==> config.mk <==
export PLATFORM = sky130hd
export DESIGN_NAME = fetch_sequencer
export DESIGN_NICKNAME = d
export VERILOG_FILES = /design/src/rtl/fetch_sequencer.sv
export SDC_FILE = /design/constraint.sdc
export NUM_CORES = 1
export LEC_CHECK = 0
export ABC_CLOCK_PERIOD_IN_PS = 2500
export CORE_MARGIN = 1.5
export CORE_UTILIZATION = 41
export CTS_CLUSTER_DIAMETER = 150
export DETAILED_ROUTE_END_ITERATION = 8
export PLACE_DENSITY = 0.8
export REMOVE_ABC_BUFFERS = 1
export SLEW_MARGIN = 20
export SYNTH_ARGS = -nofsm -noshare
export SYNTH_HDL_FRONTEND = slang
export SYNTH_SLANG_ARGS = --single-unit
==> constraint.sdc <==
create_clock -name clk_i -period 2.5 [get_ports clk_i]
set_clock_uncertainty 0.2 [all_clocks]
set_input_delay 0.375 -clock clk_i [delete_from_list [all_inputs] [get_ports clk_i]]
set_output_delay 0.375 -clock clk_i [all_outputs]
set_load 0.02 [all_outputs]
==> src/rtl/fetch_sequencer.sv <==
// fetch_sequencer: PC holder and single-outstanding instruction fetch sequencer feeding the decoder
module fetch_sequencer #(
    parameter logic [31:0] RESET_PC = 32'h0000_0000
) (
    input  logic        clk_i,
    input  logic        rst_i,
    input  logic        start_i,
    input  logic        halt_i,
    input  logic        stall_i,
    input  logic        redirect_i,
    input  logic [31:0] redirect_pc_i,
    output logic        mem_req_o,
    output logic [31:0] mem_addr_o,
    input  logic        mem_gnt_i,
    input  logic        mem_rvalid_i,
    input  logic [31:0] mem_rdata_i,
    output logic [31:0] instr_o,
    output logic        dec_rd_en_o,
    output logic [31:0] pc_o,
    output logic        busy_o
);
    typedef enum logic [2:0] {IDLE, REQ, WAIT, ISSUE, DROP} state_t;
    state_t      state_q, state_d;
    logic [31:0] pc_q, pc_d, instr_q, instr_d, target;
    assign target      = {redirect_pc_i[31:2], 2'b00};
    assign mem_req_o   = state_q == REQ;
    assign mem_addr_o  = pc_q;
    assign pc_o        = pc_q;
    assign instr_o     = instr_q;
    assign dec_rd_en_o = state_q == ISSUE;
    assign busy_o      = state_q != IDLE;
    always_ff @(posedge clk_i) begin
        if (rst_i) begin
            state_q <= IDLE;
            pc_q    <= RESET_PC;
            instr_q <= 32'h0;
        end else begin
            state_q <= state_d;
            pc_q    <= pc_d;
            instr_q <= instr_d;
        end
    end
    always_comb begin
        state_d = state_q;
        pc_d    = pc_q;
        instr_d = instr_q;
        case (state_q)
            IDLE: begin
                if (redirect_i) pc_d = target;
                if (start_i && !halt_i) state_d = REQ;
            end
            REQ: begin
                if (redirect_i) begin
                    pc_d    = target;
                    state_d = mem_gnt_i ? DROP : REQ;
                end else if (mem_gnt_i) state_d = WAIT;
                else if (halt_i) state_d = IDLE;
            end
            WAIT: begin
                if (redirect_i) begin
                    pc_d    = target;
                    state_d = mem_rvalid_i ? REQ : DROP;
                end else if (mem_rvalid_i) begin
                    instr_d = mem_rdata_i;
                    state_d = ISSUE;
                end
            end
            ISSUE: begin
                if (redirect_i) begin
                    pc_d    = target;
                    state_d = REQ;
                end else if (!stall_i) begin
                    pc_d    = pc_q + 32'd4;
                    state_d = halt_i ? IDLE : REQ;
                end
            end
            DROP: begin
                // a redirect coinciding with the owed response must not strand us here
                if (redirect_i) pc_d = target;
                if (mem_rvalid_i) state_d = halt_i ? IDLE : REQ;
            end
            default: state_d = IDLE;
        endcase
    end
endmodule

# Word-level counts from Yosys, hierarchy flattened
# Cells that the tools add are included.
[op_classes]
n_eq_ne = 10
mux = 17
reduce_logical = 9
bitwise = 1
n_addsub = 1
[op_table]
columns = ["operator", "n"]
rows = [
  ["$mux 32", 3],
  ["$pmux 32 s2", 1],
  ["$mux 3", 11],
  ["$add 32x3->32 const B", 1],
  ["$pmux 3 s5", 1],
  ["$eq 3x2->1 const B", 2],
  ["$ne 3x3->1 const B", 2],
  ["$reduce_and 3->1", 2],
  ["$reduce_and 5->1", 1],
  ["$ne 2x2->1 const B", 2],
  ["$ne 4x3->1 const B", 1],
  ["$reduce_or 4->1", 1],
  ["$eq 3x1->1 const B", 1],
  ["$eq 3x3->1 const B", 1],
  ["$logic_not 3->1", 1],
  ["$reduce_bool 3->1", 1],
  ["$ne 2x1->1 const B", 1],
  ["$reduce_bool 2->1", 1],
  ["$logic_and 1x1->1", 1],
  ["$logic_not 1->1", 1],
  ["$mux 1", 1],
  ["$not 1->1", 1],
]
[totals]
inputBits = 72
register_bits = 67
wordCells = 41
output_inout_bits = 99

# Logic depth before layout (Yosys ltp)
[logic_depth]
word_depth = 4
ltp_mapped = 8
depth_no_buf = 6

# Worst setup path after synthesis
# Ideal clock, no wire load.
[synth_path]
path_kind = "flip-flop to flip-flop"
start = "reg pc_q[2], in the netlist mem_addr_o[2]"
end = "reg pc_q[20], in the netlist mem_addr_o[20]"
required_ps = 2214
setup_ps = 86
stages_incl_launch_ff = 7
path_slack_ps = 242
n_path_buf = 0
arrival_ps = 1973
synth_period_minus_slack_ps = 2258
path_cell_list = "dfxtp_1 ha_1 nand4_1 nor4_2 a41o_1 a21oi_1 a211oi_1"
[synth_between]
elab_chain_cells = 4
[synth_lines]
columns = ["element", "line", "rtl"]
rows = [
  ["start, declared", "24", "logic [31:0] pc_q, pc_d, instr_q, instr_d, target;"],
  ["start signal, assigned", "39", "pc_q <= pc_d;"],
  ["$add 32x3->32", "73", "pc_d = pc_q + 32'd4;"],
  ["$mux 32", "72", "end else if (!stall_i) begin"],
  ["$mux 32", "69", "if (redirect_i) begin"],
  ["$pmux 32 s2", "47", "case (state_q)"],
]
# No other way between the ends. The select of a mux whose other input is x is not followed.
# A chain may end at the register's enable or synchronous reset.

# Worst setup path in the final report
[layout_path]
start = "reg state_q[0]"
end = "out mem_req_o"
[layout_between]
elab_chain_cells = 1
[layout_lines]
columns = ["element", "line", "rtl"]
rows = [
  ["start, declared", "23", "state_t state_q, state_d;"],
  ["start signal, assigned", "38", "state_q <= state_d;"],
  ["$eq 3x1->1", "26", "assign mem_req_o = state_q == REQ;"],
  ["end, declared", "12", "output logic mem_req_o,"],
]
# No other way between the ends.

==> metrics.log <==
[metrics] CTS tree: done
[metrics] vias per cell: 5.587
[metrics] max-slew violations: 0
[metrics] number of input and output port buffers inserted: 164
[metrics] Setup Buffers After CTS: 0
[metrics] post-route antenna net violation count: 0
[metrics] compound-gate portion of the synthesized area: 22.41%
[metrics] initial core utilization: 41.90%
[metrics] startpoint types: register
[metrics] number of distinct library cells after synthesis: 64
[metrics] number of enable-type register cells in the synthesized netlist: 0
[metrics] placement row count: 34
[metrics] GRT Overall Usage: 24.04%
[metrics] main combinational cell family by area after synthesis: simple AND/OR/NAND/NOR gates
[metrics] CP Depth: 3
[metrics] slack of the worst reg-to-reg path: 0.21 ns
[metrics] number of standard cells in the final layout excluding fillers: 734
[metrics] flip-flop and latch area: 1303 sq um
[metrics] unrepaired setup endpoints after global routing: false
[metrics] number of instances on the worst hold path: 2
[metrics] status: finished, final reports clean
[metrics] worst r2r src: mem_addr_o[11]
[metrics] post-route setup slack: 0.1451 ns
[metrics] die outline height: 96.72 um
[metrics] Top Ports: 171
[metrics] initial antenna violation count: 0
[metrics] Static Leakage: 0.001933 uW
[metrics] root buffer cell: sky130_fd_sc_hd__clkbuf_8
[metrics] mean instance size in the synthesized netlist: 7.518 sq um
[metrics] core area: 8593 sq um
[metrics] Final setup viols: 0
[metrics] max frequency: 424.6 MHz
[metrics] Hold Path End: mem_addr_o[2]
[metrics] area taken by multi-input logic gates: 1878 sq um
[metrics] average detailed-routed wire length per instance: 15.39 um
[metrics] remaining design rule violation count: 0
[metrics] final hold violation count: 0
[metrics] H-tree level count: 3
[metrics] Worst path max stage delay: 0.63 ns
[metrics] met1 track demand over resource in global routing: 30.54%
[metrics] class of the worst hold path: input port to register
[metrics] met3 global-route usage: 4.263%
[metrics] Reg clk slew, reported paths: 0.07 ns
[metrics] ys flop type: sky130_fd_sc_hd__dfxtp_1
[metrics] Peak VDD IR: 0.3048 mV
[metrics] clk_lat worst skew: 0.34 ns
[metrics] worst hold path startpoint: rst_i
[metrics] Crit Reg-Reg Endpoint: mem_addr_o[27]
[metrics] Max stage delay cell, worst path: sky130_fd_sc_hd__clkdlybuf4s50_1
[metrics] Max Cap Violations: 0
[metrics] drt first-iter violations: 192
[metrics] maximum number of pins on one net before global-route repair: 42
[metrics] PwrDens: 495.0 nW/um^2
[metrics] Total Die Area: 9354 sq um
[metrics] minimum clock period after layout: 2.355 ns
[metrics] cell chain of the critical path: nor2b_2 -> nor2b_1 -> clkdlybuf4s50_1
[metrics] weighted congestion reported at the end of routability-driven placement: 0.8663
[metrics] total via count in the routed design: 4,101
[metrics] endpoint class of the critical path: primary output
[metrics] area fraction in and, or, nand and nor cells after synthesis: 27.83%
[metrics] number of buffers inserted during clock tree synthesis: 9
[metrics] worst slack, placed: -0.09231 ns
[metrics] cell area after technology mapping: 3601 sq um
[metrics] diode count: 0
[metrics] hold bufs inserted after CTS: 0
[metrics] total wire length: 11,300 um
[metrics] crit-path max FO: 12
[metrics] number of warnings issued by yosys: 0
[metrics] Cells after Synth: 479
[metrics] post-synthesis share of cell area spent on full adders, half adders and majority gates: 0.6254%
[metrics] Sum Neg Setup Slack: 0 ns
[metrics] XOR/XNOR Fraction of Synth Area: 0.2432%
[metrics] WP buf/inv: 1
[metrics] number of global-route vias before repair: 3,965
[metrics] Crit Path Class: register to primary output
[metrics] M2 GR Usage: 40.34%
[metrics] worst-case hold slack: 0.2443 ns
[metrics] cell depth of the worst flop-to-flop path: 5
[metrics] share of the core filled with cells: 63.74%
[metrics] proportion of layout cells with a drive suffix above 1: 9.744%
[metrics] Pre-Repair DR Iteration Count: 4
[metrics] CP Data Required Time: 1.92 ns
[metrics] Yosys reg bits: 65
[metrics] top cell family by delay on the critical path: buffers and inverters
[metrics] width of the die: 96.72 um
[metrics] Filler Cells Inserted: 746
[metrics] Synth top area share: 36.14%
[metrics] mux cell area share after synthesis: 0.5559%
[metrics] critical path arrival: 1.78 ns
[metrics] GRT busiest layer: met2
[metrics] number of nets at the end of the flow: 694
[metrics] share of synthesized flip-flops with an asynchronous set or reset: 0%
[metrics] detailed-placement wirelength estimate: 8208 um
[metrics] most area-hungry cell type in the Yosys netlist: sky130_fd_sc_hd__dfxtp_1
[metrics] CTS Buffer Depth: 2
[metrics] layout-stage area growth over the synthesis result: 52.12%
[metrics] first-pass GRT wire length: 18,800 um
[metrics] sequential area share after synthesis: 36.14%
[metrics] global route total overflow: 0
[metrics] clock tree sinks: 65
[metrics] largest cells by area after synthesis: sky130_fd_sc_hd__dfxtp_1 (36%), sky130_fd_sc_hd__nand2_1 (9.4%), sky130_fd_sc_hd__a21oi_1 (7.5%)
[metrics] total instance count after detailed placement: 718
[metrics] share of the cycle needed by the critical path after routing: 94.20%
==> report_power, final <==
group	switching (uW)	leakage (uW)	total (uW)	internal, uW
Sequential	64.3	0.000532	1140	1080
Combinational	277	0.00129	590	313
Clock	420	0.000109	981	561
Total	761	0.00193	2710	1950
==> cell type report <==
| class | count | area share, % |
|---|---|---|
| clock buffer | 9 | 2.261 |
| clock inverter | 7 | 1.736 |
| inverter | 13 | 0.8908 |
| multi-input combinational | 337 | 34.29 |
| sequential | 65 | 23.78 |
| tap | 108 | 2.467 |
| timing repair buffer | 195 | 34.58 |
==> worst register-to-register path: cells and delay by family (launching register included) <==
kind / cells / cell delay, ns
compound gates: 2 / 0.40
flops: 1 / 0.46
simple gates: 3 / 1.16
==> state kept, by name (all words and copies together) (netlist names) <==
register,flops
mem_addr_o,30
instr_o,32
state_q,3
==> layout by cell type (no fill, tap or decap), drive strengths merged, types with 2 or more instances in the layout <==
master	n
clkinv	4
nand4	11
a22oi	2
and3	7
nor4b	2
nand3	13
nor2b	3
nand2	91
nor2	20
conb	4
o32ai	3
a32oi	3
dfxtp	65
mux2i	2
a311oi	4
and4	4
clkdlybuf4s50	163
o221ai	2
nor4	8
o211ai	2
o21ai	29
a211oi	8
or3	2
nor3	15
clkbuf	9
o31a	2
a21oi	54
a221oi	2
buf	32
bufinv	2
inv	13
a31oi	3
and2	12
nand2b	4
==> per-stage QoR <==
stage                     instance area, sq um  power (uW)
after floorplan                           3226        1381
after CTS                                 5475        2730
after detailed placement                  5255        1747
final                                     5478        2712
after global routing                      5478        2824
after global placement                    5255        1739
==> cell usage after synthesis (all sizes together), types with 2 or more instances <==
master,number
nor2b,3
a221oi,2
a21oi,54
a31oi,3
nand4,11
nor4b,2
nor2,20
and4,4
o32ai,3
o221ai,2
inv,13
nor4,8
nor3,15
a311oi,4
or3,2
o211ai,2
a22oi,2
and3,7
nand3,13
o21ai,29
nand2,91
and2,12
clkbuf,26
o31a,2
a211oi,8
dfxtp,65
mux2i,2
buf,41
nand2b,4
a32oi,3
==> worst max-delay path by stage <==
| stage | startpoint | slack (ns) | to |
|---|---|---|---|
| 6_report | state_q[0] | 0.15 | mem_req_o |
| 5_1_grt | mem_addr_o[3] | 0.03 | mem_addr_o[22] |
| 2_1_floorplan | state_q[1] | 0.05 | mem_addr_o[17] |
| 4_1_cts | state_q[0] | 0.06 | mem_req_o |
| 3_3_place_gp | redirect_i | -0.03 | mem_addr_o[7] |
| 3_5_place_dp | redirect_i | -0.09 | mem_addr_o[7] |
==> what timing repair did <==
action                                  4_1_cts  5_1_grt
resized for setup                             1        1
endpoints found under the setup margin        2        2
pin swaps                                     0        0
==> logic make-up (layout without fill, tap and decap cells) <==
logic type / count (synthesis) / in the layout
AO/OA/AOI/OAI: 129 / 129
XOR/XNOR: 1 / 1
adder cells (fa/ha/maj): 2 / 2
buffers and inverters: 80 / 224
flip-flops: 65 / 65
multiplexers: 2 / 2
other: 1 / 4
AND/OR/NAND/NOR: 199 / 199
==> per-layer routing <==
metal | wire (um) | part of all wire [%]
met1 | 4819 | 43
met2 | 5424 | 48
met3 | 840 | 7.4
met4 | 210 | 1.9
met5 | 0 | 0
No activity file was read; power rests on OpenSTA's default activity.
